### src/rtl/sd_xfer_scheduler.sv
// sd_xfer_scheduler: round-robin arbiter for two SD transfer requesters that writes the
// six-register command program into sd_host. Define SD_SCHED_TIMEOUT_EN to add the WAIT timeout.
module sd_xfer_scheduler #(
    parameter int          TIMEOUT_W = 16,
    parameter int unsigned TIMEOUT   = 32'h0000_FFFF
) (
    input  logic        CLK,
    input  logic        RESET,
    input  logic        req_a,
    input  logic        req_b,
    input  logic [70:0] desc_a,
    input  logic [70:0] desc_b,
    input  logic        xfer_done,
    output logic        gnt_a,
    output logic        gnt_b,
    output logic [31:0] reg_address,
    output logic [31:0] reg_wr_data,
    output logic        reg_wr_en,
    output logic        req,
    output logic        busy,
    output logic        done_a,
    output logic        done_b,
    output logic        err_desc,
    output logic        err_timeout
);

    typedef enum logic [1:0] {
        IDLE = 2'd0,
        PROG = 2'd1,
        WAIT = 2'd2,
        DONE = 2'd3
    } state_t;

    state_t      state_q, state_d;
    logic [2:0]  step_q, step_d;
    logic        owner_b_q, owner_b_d;
    logic        last_b_q, last_b_d;
    logic        reject_q, reject_d;
    logic [70:0] desc_q, desc_d;

    logic        gnt_a_q, gnt_a_d;
    logic        gnt_b_q, gnt_b_d;
    logic [31:0] addr_q, addr_d;
    logic [31:0] data_q, data_d;
    logic        wr_en_q, wr_en_d;
    logic        busy_q, busy_d;
    logic        done_a_q, done_a_d;
    logic        done_b_q, done_b_d;
    logic        err_desc_q, err_desc_d;

    logic        timeout_hit;
    logic        pick_b;

    // DONE arbitrates like IDLE so a pending request is granted the cycle after the done pulse.
    always_comb begin
        state_d    = state_q;
        step_d     = step_q;
        owner_b_d  = owner_b_q;
        last_b_d   = last_b_q;
        reject_d   = reject_q;
        desc_d     = desc_q;
        gnt_a_d    = 1'b0;
        gnt_b_d    = 1'b0;
        err_desc_d = 1'b0;
        pick_b     = 1'b0;

        case (state_q)
            IDLE, DONE: begin
                state_d = IDLE;
                if (req_a || req_b) begin
                    pick_b    = req_b && (!req_a || !last_b_q);
                    state_d   = PROG;
                    step_d    = 3'd0;
                    owner_b_d = pick_b;
                    last_b_d  = pick_b;
                    desc_d    = pick_b ? desc_b : desc_a;
                    reject_d  = (desc_d[31:16] == 16'd0) || (desc_d[15:0] == 16'd0);
                    gnt_a_d   = !pick_b;
                    gnt_b_d   = pick_b;
                end
            end
            PROG: begin
                if (reject_q) begin
                    state_d    = DONE;
                    err_desc_d = 1'b1;
                end else if (step_q == 3'd5) begin
                    state_d = WAIT;
                end else begin
                    step_d = step_q + 3'd1;
                end
            end
            WAIT: begin
                if (xfer_done || timeout_hit) begin
                    state_d = DONE;
                end
            end
            default: state_d = IDLE;
        endcase
    end

    // Register-port word for the step about to be presented; a rejected grant writes nothing.
    always_comb begin
        addr_d   = 32'd0;
        data_d   = 32'd0;
        wr_en_d  = (state_d == PROG) && !reject_d;
        busy_d   = (state_d != IDLE);
        done_a_d = (state_d == DONE) && !owner_b_d;
        done_b_d = (state_d == DONE) && owner_b_d;
        if (wr_en_d) begin
            case (step_d)
                3'd0: begin
                    addr_d = 32'h0000_0004;
                    data_d = {16'd0, desc_d[15:0]};
                end
                3'd1: begin
                    addr_d = 32'h0000_0006;
                    data_d = {16'd0, desc_d[31:16]};
                end
                3'd2: begin
                    addr_d = 32'h0000_000C;
                    data_d = {26'd0, (desc_d[31:16] > 16'd1), desc_d[70], 2'b00, 2'b11};
                end
                3'd3: begin
                    addr_d = 32'h0000_0008;
                    data_d = {16'd0, desc_d[47:32]};
                end
                3'd4: begin
                    addr_d = 32'h0000_000A;
                    data_d = {16'd0, desc_d[63:48]};
                end
                3'd5: begin
                    addr_d = 32'h0000_000E;
                    data_d = {18'd0, desc_d[69:64], 8'h33};
                end
                default: begin
                    addr_d = 32'd0;
                    data_d = 32'd0;
                end
            endcase
        end
    end

    always_ff @(posedge CLK or negedge RESET) begin
        if (!RESET) begin
            state_q    <= IDLE;
            step_q     <= 3'd0;
            owner_b_q  <= 1'b0;
            last_b_q   <= 1'b1;
            reject_q   <= 1'b0;
            desc_q     <= 71'd0;
            gnt_a_q    <= 1'b0;
            gnt_b_q    <= 1'b0;
            addr_q     <= 32'd0;
            data_q     <= 32'd0;
            wr_en_q    <= 1'b0;
            busy_q     <= 1'b0;
            done_a_q   <= 1'b0;
            done_b_q   <= 1'b0;
            err_desc_q <= 1'b0;
        end else begin
            state_q    <= state_d;
            step_q     <= step_d;
            owner_b_q  <= owner_b_d;
            last_b_q   <= last_b_d;
            reject_q   <= reject_d;
            desc_q     <= desc_d;
            gnt_a_q    <= gnt_a_d;
            gnt_b_q    <= gnt_b_d;
            addr_q     <= addr_d;
            data_q     <= data_d;
            wr_en_q    <= wr_en_d;
            busy_q     <= busy_d;
            done_a_q   <= done_a_d;
            done_b_q   <= done_b_d;
            err_desc_q <= err_desc_d;
        end
    end

`ifdef SD_SCHED_TIMEOUT_EN
    logic [TIMEOUT_W-1:0] tmo_cnt_q, tmo_cnt_d;
    logic                 err_tmo_q, err_tmo_d;

    // The count equals the number of WAIT cycles already spent; xfer_done beats expiry.
    assign timeout_hit = (tmo_cnt_q == TIMEOUT_W'(TIMEOUT - 32'd1));

    always_comb begin
        tmo_cnt_d = (state_q == WAIT) ? tmo_cnt_q + 1'b1 : '0;
        err_tmo_d = (state_q == WAIT) && !xfer_done && timeout_hit;
    end

    always_ff @(posedge CLK or negedge RESET) begin
        if (!RESET) begin
            tmo_cnt_q <= '0;
            err_tmo_q <= 1'b0;
        end else begin
            tmo_cnt_q <= tmo_cnt_d;
            err_tmo_q <= err_tmo_d;
        end
    end

    assign err_timeout = err_tmo_q;
`else
    logic unused_cfg;

    assign timeout_hit = 1'b0;
    assign err_timeout = 1'b0;
    assign unused_cfg  = ^{TIMEOUT_W, TIMEOUT};
`endif

    assign gnt_a       = gnt_a_q;
    assign gnt_b       = gnt_b_q;
    assign reg_address = addr_q;
    assign reg_wr_data = data_q;
    assign reg_wr_en   = wr_en_q;
    assign req         = wr_en_q;
    assign busy        = busy_q;
    assign done_a      = done_a_q;
    assign done_b      = done_b_q;
    assign err_desc    = err_desc_q;

endmodule

### config.mk
export PLATFORM = sky130hd
export DESIGN_NAME = sd_xfer_scheduler
export DESIGN_NICKNAME = d
export VERILOG_FILES = /design/src/rtl/sd_xfer_scheduler.sv
export SDC_FILE = /design/constraint.sdc
export NUM_CORES = 1
export LEC_CHECK = 0
export CAP_MARGIN = 15
export CORE_ASPECT_RATIO = 0.6
export CORE_UTILIZATION = 48
export DETAILED_ROUTE_END_ITERATION = 7
export HOLD_SLACK_MARGIN = 0.03
export MAX_ROUTING_LAYER = met4
export PLACE_DENSITY = 0.86
export SETUP_SLACK_MARGIN = 0.5
export SYNTH_ARGS = -nofsm -noshare
export SYNTH_HDL_FRONTEND = slang
export SYNTH_SLANG_ARGS = --single-unit
### constraint.sdc
create_clock -name CLK -period 5.9 [get_ports CLK]
set_input_delay 1.77 -clock CLK [delete_from_list [all_inputs] [get_ports CLK]]
set_output_delay 1.77 -clock CLK [all_outputs]
set_load 0.01 [all_outputs]
Word level (Yosys, flattened, before mapping). Cells that the tools add are included.

Latch bits: 0. Word-level logic and storage cells: 73. RAM bits: 0. Bits in read-only memories: 0. Output and inout bits: 73. Flip-flop bits (word level): 150. Memories: 0.

Multipliers: 0. Add/sub/neg operators: 1. Magnitude comparators: 1. Shift operators: 0. Mux-type cells: 26. Equality and inequality tests: 11. Div/mod/pow operators: 0. Reductions and logical operators: 19. Bitwise gates (word level): 0.

Operator list (number): $mux 71 (3); $pmux 16 s6 (1); $logic_not 16->1 (2); $pmux 4 s6 (1); $gt 16x1->1 const B (1); $mux 16 (1); $mux 1 (11); $eq 3x3->1 const B (3); $mux 3 (3); $eq 2x2->1 const B (3); $eq 3x2->1 const B (2); $mux 2 (3); $pmux 2 s3 (1); $pmux 3 s2 (1); $logic_not 1->1 (5); $eq 2x1->1 const B (2); $logic_and 1x1->1 (4); $mux 4 (1); $add 3x1->3 const B (1); $eq 3x1->1 const B (1); $logic_not 3->1 (1); $logic_or 1x1->1 (3); $logic_not 2->1 (1); $reduce_and 2->1 (1); other kinds (2) (2).

Longest topological paths before layout.
Depth in word-level cells: 11. Gate-level depth with buffers: 11. Mapped depth without buffers: 9.

Worst setup path before layout. Ideal clock, no wire load.

Path type: in2reg. Start: in req_b. End: reg data_q[5] (netlist: reg_wr_data[5]). Path buffers: 2. Library setup time: 0.133 ns. Arrival: 3.386 ns. Cell stages on the path: 8. Required time: 5.767 ns. Setup slack: 2.382 ns. Cells stage by stage: buf_4 a21bo_1 buf_6 a221oi_1 o22ai_1 or4_1 nor4_2 o22ai_1.

Word-level cells in the longest chain between the ends: 9. Elaborated cells between the ends (all ways): 26. Classes of those cells: order compare (1); eq/ne (6); mux (11); reduce/logical (8).

RTL lines: from (decl) (line 10) `input logic req_b,`; branches (longest 8 deep; another with $gt 16x1->1); $mux 16 (*) (line 109) `if (wr_en_d) begin`; named net data_d[5] (line 44) `logic [31:0] data_q, data_d;`; to (signal assigned) (line 170) `data_q <= data_d;`; to (decl) (line 44).

Mark *: on every way through the listed nets, which the timed path passes. A chain may end at the register's enable or synchronous reset.

Worst setup path in the final report.
Start: in req_b. End: reg data_q[10] (netlist: reg_wr_data[10]).

Elaborated cells between the ends (all ways): 25. Classes of those cells: eq/ne (6); mux (11); reduce/logical (8).

RTL lines: $logic_and 1x1->1 (line 71) `pick_b = req_b && (!req_a || !last_b_q);`; $mux 71 (line 76) `desc_d = pick_b ? desc_b : desc_a;`; $mux 71 (*) (line 70) `if (req_a || req_b) begin`; $mux 71 (*) (line 67) `case (state_q)`; named net desc_d[66] (line 39) `logic [70:0] desc_q, desc_d;`; $pmux 16 s6 (*) (line 110) `case (step_d)`; $mux 16 (*) (line 109); named net data_d[10] (line 44).

Mark *: on every way through the listed nets, which the timed path passes. The rest lies on a longest branch.

==> out/metrics.yaml <==
slew_viol_final: 0
synth_edf_count: 0
yosysTopAreaCell: "dfrtp_1"
relSlewSlack_pct: 31.13
r2r-start: "state_q[0]"
io_pins: 220
htree_levels: 3
ys_warn_count: 0
synth.area.top_cells: "dfrtp_1 45%, nand2_1 9.3%, buf_4 6.4%, a31oi_1 6.2%, nor2_1 5.6%"
vias: 5635
post-route-util_pct: 67.34
max_stage_delay_ps: 890
outcome: "complete, no violations"
clk_path_buf_depth: 2
drt-vias-per-instance: 5.692
rsz0062_at_grt: "false"
crit_family: "compound AO/OA/AOI/OAI gates"
ys_ff_latch: 105
grt_max_degree: 102
grt_pass1_vias: 5261
synth_cells: 679
fin_crit_sh_pct: 79.44
seq_area_frac_synth_pct: 45.00
die_height_um: 87.46
fmax_mhz: 213.4
async_reset_ff_share_pct: 100.0
io_buffers: 173
hpwl_um: 14110
cts_resized: 0
cts_inserted_buffers: 9
netlist_area_mm2: 0.005842
synth_top_flop_cell: "dfrtp_1"
leakage_nw: 3.254
wl_per_cell_um: 19.11
syn2layout_area_growth_pct: 33.26
critical_path_depth: 8
drc: 0
clock_latency_ps: 350
initial_core_util_pct: 50.53
cts-root-buf: "clkbuf_16"
rows: 30
min_from: "owner_b_q"
grt_pass1_wl_um: 29090
cp_max_fo: 43
arrival_ps: 4980
critPathLaunchType: "input pin"
hold_path.class: "flip-flop to flip-flop"
cpMaxStageDelayCell: "a21bo_2"
fill_cells: 953
setup_tns_ps: 0
track_usage_pct: 31.87
crit_type: "input pin to flip-flop"
holdPathStages: 1
dieArea_mm2: 0.01263
synth_top_area_share_pct: 44.55
critPathBufInv: 2
ir_worst_vdd_uv: 254.9
avgSynthCellArea_um2: 8.604
cp-startpoint: "req_b"
cp-end-kind: "flip-flop"
min_period_ps: 4687
crit_required_ps: 6190
final_cell_mix: "172 x clkdlybuf4s50_1, 144 x nand2_1, 104 x dfrtp_1, 87 x nor2_1, 58 x a31oi_1"
tritoncts: "yes"
antenna_found_initial: 0
maxCapViolCount: 0
reg2reg_depth: 11
finalSetupViolCount: 0
final_common_cell: "clkdlybuf4s50_1"
power.density_mw_per_mm2: 514.4
first_pass_iters: 5
drt_iter0_drc: 558
synth.distinct_cells: 61
drive_gt1_share_pct: 6.627
antenna_left: 0
tightest_slew_ps: 1033
diodes: 0
cts_hold_buffers: 0
layout.nets: 977
post_cts_buffers: 0
skew_ps: 7.481
crit_chain: "clkdlybuf4s50_1 > a21bo_2 > buf_4 > nand2_1 > a31oi_1 > a21oi_1 > a311oi_1 > o22a_1"
timing_hold_violations_final: 0
cts_num_sinks: 105
wl_um: 18920
globalplace.congestion: 0.8827
dieWidth_um: 144.4
clkSlewWorstSetupHoldPaths_ps: 70
globalRoute.totalOverflow: 0
coreArea_mm2: 0.01156
stage by stage:
stage	power, mW	setup slack [ps]	cells	hold slack (ps)	instance area [µm²]
2_1_floorplan	2.619	2382	724	458.9	6011
3_3_place_gp	3.258	1014	974	474.0	7470
3_5_place_dp	3.316	933.8	974	485.6	7470
4_1_cts	3.958	1311	990	501.9	7785
5_1_grt	4.249	1060	990	518.6	7785
6_report	4.005	1213	990	499.4	7785
flip-flops by register name, indices dropped and copies added, names as in the netlist, 2 cells and up:
name and cells:
step_q 3, state_q 2, reg_address 3, reg_wr_data 16, desc_q 71
final timing paths:
check | to | slack (ps)
worst min-delay path | owner_b_q | 500
worst max-delay path | reg_wr_data[10] | 1210
worst min register to register | owner_b_q | 500
worst max register to register | reg_wr_data[10] | 2510
max in group asynchronous | desc_q[46] | 3290
min in group asynchronous | err_desc | 1500
worst register-to-register path, cell delays in order (launching register included):
cell and delay [ps]:
dfrtp_1 360, inv_1 80, ha_1 290, buf_4 270
nor3b_1 590, o21a_1 200, a311oi_2 40, buf_4 230
inv_2 410, nand2_1 120, a311oi_1 510, o22a_1 230
Yosys cell counts, drive strengths merged (2+ instances only):
cell / number
o32ai: 7
nor4b: 2
a311oi: 5
o21ba: 2
a211oi: 2
o22ai: 5
buf: 78
a221oi: 8
ha: 5
o32a: 2
a22oi: 6
inv: 9
and2: 9
nor2: 89
nand2: 144
o21a: 8
dfrtp: 104
o21ai: 5
a21boi: 5
a21oi: 23
and3: 5
clkbuf: 15
nand2b: 3
a2111o: 2
nor4: 17
nand3: 10
nor3b: 4
nand4: 5
nand3b: 3
a31oi: 58
nor3: 5
mux2: 14
o221ai: 2
a21o: 3
routing by layer:
layer	share of wire (%)	up-vias	wire [µm]	track usage [%]
li1	-	2583	-	-
met1	47	2726	8885	48.65
met2	43	312	8061	43.79
met3	9.6	14	1817	5.992
met4	0.81	0	153	5.550
met5	0	-	0	-
where the power goes:
group          switching, mW  leakage, nW  internal (mW)
combinational           1.35         1.86          0.837
sequential             0.131         1.23           1.06
clock                  0.277        0.155          0.347
cell type report:
cell class                      count  area, µm²  share of cell area, %
Multi-Input combinational cell    516       2784                  35.76
Sequential cell                   105       2629                  33.77
Timing Repair Buffer              183       1817                  23.34
Clock buffer                       10      239.0                  3.070
Tap cell                          160      200.2                  2.572
Clock inverter                      6      76.32                 0.9804
Inverter                           10      40.04                 0.5143
kinds of logic (layout without fill, tap and decap cells):
kind of cell             Yosys count  in the layout  synth area share (%)
AO/OA/AOI/OAI                    149            149                 17.78
multiplexers                      15             15                 2.870
buffers and inverters            103            209                 10.56
other                              1             46               0.06419
AND/OR/NAND/NOR                  301            301                 22.66
adder cells (fa/ha/maj)            5              5                 1.071
flip-flops                       105            105                 45.00
No activity file was read; power rests on OpenSTA's default activity.
